$ cat src/rtl/trace_frame_sync.sv
// Finds the TPIU full sync (FF,FF,FF,7F) in the captured trace byte stream and assembles sync-aligned frames.
// Optional macro TRACE_SYNC_TIMEOUT_EN: drop back to hunting after TIMEOUT_FRAMES frames without a full sync.
module trace_frame_sync #(
  parameter int FRAME_BYTES    = 16,
  parameter int OVF_CNT_W      = 8,
  parameter int TIMEOUT_FRAMES = 64
) (
  input  logic                     clk,
  input  logic                     rst_n,
  input  logic [7:0]               i_in_byte,
  input  logic                     i_in_valid,
  output logic [8*FRAME_BYTES-1:0] o_frame_data,
  output logic                     o_frame_valid,
  input  logic                     i_frame_ready,
  output logic                     o_synced,
  output logic                     o_ovf,
  output logic [OVF_CNT_W-1:0]     o_ovf_cnt
);

  localparam int               CNT_W    = $clog2(FRAME_BYTES);
  localparam int               FRAME_W  = 8 * FRAME_BYTES;
  localparam logic [CNT_W-1:0] LAST_IDX = CNT_W'(FRAME_BYTES - 1);

  typedef enum logic {HUNT = 1'b0, ASSEMBLE = 1'b1} state_t;

  state_t               r_state;
  state_t               w_state_nxt;
  logic [23:0]          r_sync_sr;
  logic [CNT_W-1:0]     r_byte_cnt;
  logic [FRAME_W-9:0]   r_asm;
  logic [FRAME_W-1:0]   r_frame_data;
  logic                 r_frame_valid;
  logic                 r_ovf;
  logic [OVF_CNT_W-1:0] r_ovf_cnt;

  logic               w_match;
  logic               w_store;
  logic               w_complete;
  logic               w_slot_free;
  logic               w_load;
  logic               w_drop;
  logic               w_timeout;
  logic [FRAME_W-1:0] w_frame;

  // The three held bytes plus the byte on the input form the last four bytes of the stream.
  assign w_match     = i_in_valid && ({r_sync_sr, i_in_byte} == 32'hFFFF_FF7F);
  assign w_store     = i_in_valid && (r_state == ASSEMBLE) && !w_match;
  assign w_complete  = w_store && (r_byte_cnt == LAST_IDX);
  assign w_slot_free = !r_frame_valid || i_frame_ready;
  assign w_load      = w_complete && w_slot_free;
  assign w_drop      = w_complete && !w_slot_free;
  assign w_frame     = {i_in_byte, r_asm};

`ifdef TRACE_SYNC_TIMEOUT_EN
  localparam int FC_W = $clog2(TIMEOUT_FRAMES + 1);
  logic [FC_W-1:0] r_frame_cnt;

  assign w_timeout = w_complete && (r_frame_cnt == FC_W'(TIMEOUT_FRAMES - 1));

  always_ff @(posedge clk or negedge rst_n) begin
    if (!rst_n) begin
      r_frame_cnt <= '0;
    end else if (w_match || w_timeout) begin
      r_frame_cnt <= '0;
    end else if (w_complete) begin
      r_frame_cnt <= r_frame_cnt + 1'b1;
    end
  end
`else
  logic w_unused_timeout;
  assign w_unused_timeout = (TIMEOUT_FRAMES > 0);
  assign w_timeout        = 1'b0;
`endif

  always_ff @(posedge clk or negedge rst_n) begin
    if (!rst_n) r_state <= HUNT;
    else        r_state <= w_state_nxt;
  end

  always_comb begin
    w_state_nxt = r_state;
    o_synced    = (r_state == ASSEMBLE);
    if (w_match)        w_state_nxt = ASSEMBLE;
    else if (w_timeout) w_state_nxt = HUNT;
  end

  always_ff @(posedge clk or negedge rst_n) begin
    if (!rst_n) begin
      r_sync_sr  <= '0;
      r_byte_cnt <= '0;
    end else if (i_in_valid) begin
      r_sync_sr <= {r_sync_sr[15:0], i_in_byte};
      if (w_match || w_complete) r_byte_cnt <= '0;
      else if (w_store)          r_byte_cnt <= r_byte_cnt + 1'b1;
    end
  end

  // The final byte of a frame goes straight to the output, so the buffer holds FRAME_BYTES-1 bytes.
  always_ff @(posedge clk) begin
    for (int i = 0; i < FRAME_BYTES - 1; i++) begin
      if (w_store && (r_byte_cnt == CNT_W'(i))) r_asm[8*i +: 8] <= i_in_byte;
    end
  end

  always_ff @(posedge clk or negedge rst_n) begin
    if (!rst_n) begin
      r_frame_data  <= '0;
      r_frame_valid <= 1'b0;
      r_ovf         <= 1'b0;
      r_ovf_cnt     <= '0;
    end else begin
      r_ovf <= w_drop;
      if (w_load) begin
        r_frame_data  <= w_frame;
        r_frame_valid <= 1'b1;
      end else if (r_frame_valid && i_frame_ready) begin
        r_frame_valid <= 1'b0;
      end
      if (w_drop && (r_ovf_cnt != {OVF_CNT_W{1'b1}})) r_ovf_cnt <= r_ovf_cnt + 1'b1;
    end
  end

  assign o_frame_data  = r_frame_data;
  assign o_frame_valid = r_frame_valid;
  assign o_ovf         = r_ovf;
  assign o_ovf_cnt     = r_ovf_cnt;

endmodule

$ cat config.mk
export PLATFORM = sky130hd
export DESIGN_NAME = trace_frame_sync
export DESIGN_NICKNAME = d
export VERILOG_FILES = /design/src/rtl/trace_frame_sync.sv
export SDC_FILE = /design/constraint.sdc
export NUM_CORES = 1
export LEC_CHECK = 0
export CAP_MARGIN = 20
export CORE_ASPECT_RATIO = 2
export CORE_MARGIN = 4
export CORE_UTILIZATION = 55
export CTS_BUF_LIST = sky130_fd_sc_hd__clkbuf_4 sky130_fd_sc_hd__clkbuf_8
export DETAILED_ROUTE_END_ITERATION = 8
export PLACE_DENSITY = 0.82
export SLEW_MARGIN = 10
export SYNTH_ARGS = -nofsm -noshare
export SYNTH_HDL_FRONTEND = slang
export SYNTH_SLANG_ARGS = --single-unit
$ cat constraint.sdc
create_clock -name clk -period 4 [get_ports clk]
set_clock_uncertainty 0.15 [all_clocks]
set_input_delay 0.8 -clock clk [delete_from_list [all_inputs] [get_ports clk]]
set_output_delay 0.8 -clock clk [all_outputs]
set_load 0.005 [all_outputs]
==> metrics.txt <==
status=complete, no violations; Clk Latency, worst-skew pair=between 0.5 and 0.6 ns; average size of a mapped cell=19.3 µm²; clk root buf=clkbuf_8; Setup-failing EPs final=0; cts hold-fix bufs=0; crit path max fanout=13; die extent in x=107 µm; max_cap viols=0; worst min path class=in2async; Core Util, Final=0.692; Crit Path Category=in2reg; setup bufs post-CTS=0; register area share after synthesis=0.722; post-synthesis net count=about 580; TritonCTS buffer count=38; initial antenna violation count=0; Rel. slew slack=0.282; Synth Register Bits=roughly 290; final worst path period need=between 2 and 3 ns; pre-CTS WS=approximately 0.58 ns; ranking of synthesized cells by area=dfrtp_1 39%, edfxtp_1 33%, mux2_4 14%; clk buf depth=3; CP startpoint kind=input port; vias in the first global route=approximately 6.2k; RSZ-0062 raised after global routing=false; Resize count post-CTS=0; GR Util All Layers=0.217; clk sink count=between 200 and 300; Worst Path Arrival=around 2.9 ns; Synth Area in Adders=0.00580; Via Count=between 5k and 6k; Avg Vias per Cell=5.37; cell count after synthesis=approximately 560; Fin Setup TNS=0 ns; post-synth top area share=0.388; Slew Viols, Final=0; DRC violations left=0; die area=22,000 µm²; Cell Pwr Density=416 nW/µm²; Post-synth top cells=167 x dfrtp_1, 120 x edfxtp_1, 100 x mux2_4, 34 x mux2_2, 20 x mux2_1; async set or reset register ratio after synthesis=0.582; worst hold slack=between 0.08 and 0.09 ns; xor/xnor share of the synthesized area=0.00325; Pre-antenna DRT Iters=4; largest net degree at the start of global routing=between 60 and 70; static leakage power=between 5 and 6 nW; n_diodes=0; Sw Share=0.207; DRT Wirelength=~23 mm; area growth from synthesis to layout=23.8%; Initial Utilization=0.559; compound-gate portion of the synthesized area=0.00696; Die Height=~210 µm; first-pass GRT wire length=35.7 mm; post-synth cell types=36; Flop pwr share=0.564; Worst VDD drop=roughly 0.36 mV; dominant cell type by area after synthesis=dfrtp_1; Fmax achieved=about 350 MHz; clk slew on worst S/H paths=around 0.07 ns; Post-Synth Simple-Gate Area=0.0398; Reg2Reg Setup Slack=1.57 ns; I/O Buffers=150; Core ar.=just under 20,000 µm²; largest family of logic cells by synthesized area=multiplexers; IO Pins=151; NetSw=1.15 mW; H-tree lvl count=2; Fill cells=~1.3k; nets=approximately 760; worst setup margin=about 1.1 ns; Yosys Warn Count=0; TritonCTS clock tree=yes; layout cells sized above 1=0.289; Routability Congestion=between 0.7 and 0.8; Clk pwr share=0.411; Detail Route Antenna Nets=0; Worst setup EP type=flop; count leader, synth=dfrtp_1; slew of the pin with the lowest slew margin=1.07 ns; internal power=roughly 4.4 mW; First DRT Iteration DRCs=roughly 230; DP Wirelength=about 16 mm; mux cell area share after synthesis=0.196; EDFF count, synth=120; Hold Fails Final Rpt=0; GRT overflow=0; Cell Rows=slightly above 70; Required @ worst endpoint=4.07 ns; combinational share of power=0.025; post-synthesis cell area=between 10,000 and 15,000 µm²; Primary FF master, synth=dfrtp_1; fin crit share=0.717; wire length per cell=approximately 22 µm
placed cells by master, fill, tap and decap left out, types with 5 or more instances in the layout:
| cell | instances |
|---|---|
| buf_4 | 12 |
| nor2_1 | 8 |
| a21oi_1 | 6 |
| nor3_1 | 5 |
| clkbuf_8 | 48 |
| and3_1 | 17 |
| clkbuf_4 | 10 |
| clkinv_2 | 6 |
| nand2_1 | 9 |
| clkdlybuf4s50_1 | 149 |
| mux2_4 | 100 |
| mux2_2 | 34 |
| nand3_1 | 9 |
| edfxtp_1 | 120 |
| ha_1 | 5 |
| nand4_1 | 9 |
| mux2_1 | 20 |
| dfrtp_1 | 167 |
stage by stage:
step / std cells / area, µm² / total power, mW
after floorplan: 559 / 10800 / 3.23
after global placement: 963 / 12500 / 3.33
after detailed placement: 963 / 12500 / 3.33
after CTS: 1033 / 13300 / 5.61
after global routing: 1033 / 13300 / 5.75
final: 1033 / 13300 / 5.55
kinds of logic (layout without fill, tap and decap cells):
kind of cell / count (synthesis) / count (layout)
buf+inv: 23 / 238
xor+xnor: 4 / 4
flops: 287 / 287
fa+ha+maj: 5 / 5
simple gates: 74 / 74
mux: 154 / 154
compound gates: 12 / 12
registers in the layout, indices dropped and copies added, names as in the netlist:
signal and flops:
o_ovf 1, o_frame_data 128, r_asm 120, o_ovf_cnt 8, o_synced 1, o_frame_valid 1
r_sync_sr 24, r_byte_cnt 4
final timing paths:
kind,start,end,depth (start not counted)
setup / recovery,i_in_byte[1],r_asm[23],6
hold / removal,rst_n,o_frame_data[2],1
setup reg to reg,r_sync_sr[15],r_asm[24],4
hold reg to reg,r_asm[113],o_frame_data[113],1
max in group asynchronous,rst_n,o_frame_data[109],2
min in group clk,r_asm[113],o_frame_data[113],1
power groups by stage:
stage	Sequential, mW	Combinational (mW)	Clock [mW]
floorplan	3.18	0.0439	0
CTS	3.13	0.143	2.33
global route	3.13	0.154	2.46
finish	3.13	0.140	2.28
detailed placement	3.19	0.143	0
global placement	3.19	0.138	0
worst max-delay path: stages:
cell and delay, ns:
clkdlybuf4s50_1 0.59, nand4_1 0.15, nor4_2 0.39, and3_1 0.53, nor2_1 0.13, and3_1 0.35
area by class of cell:
cell class | count | area [µm²] | share of cell area
clock buffer | 58 | 736 | 0.0551
timing repair buffer | 166 | 1670 | 0.125
multi-input combinational | 249 | 2740 | 0.205
sequential | 287 | 7780 | 0.583
clock inverter | 12 | 86.3 | 0.00647
tap | 259 | 324 | 0.0243
inverter | 2 | 7.51 | 0.000562
metal layers:
metal | GRT usage | routed length, µm | vias up
met5 | 0 | 0 | -
met4 | 0.120 | 1190 | 0
met3 | 0.0309 | 1020 | 64
met2 | 0.392 | 12800 | 207
met1 | 0.243 | 8060 | 2842
li1 | - | - | 2438
No activity file was read; power rests on OpenSTA's default activity.
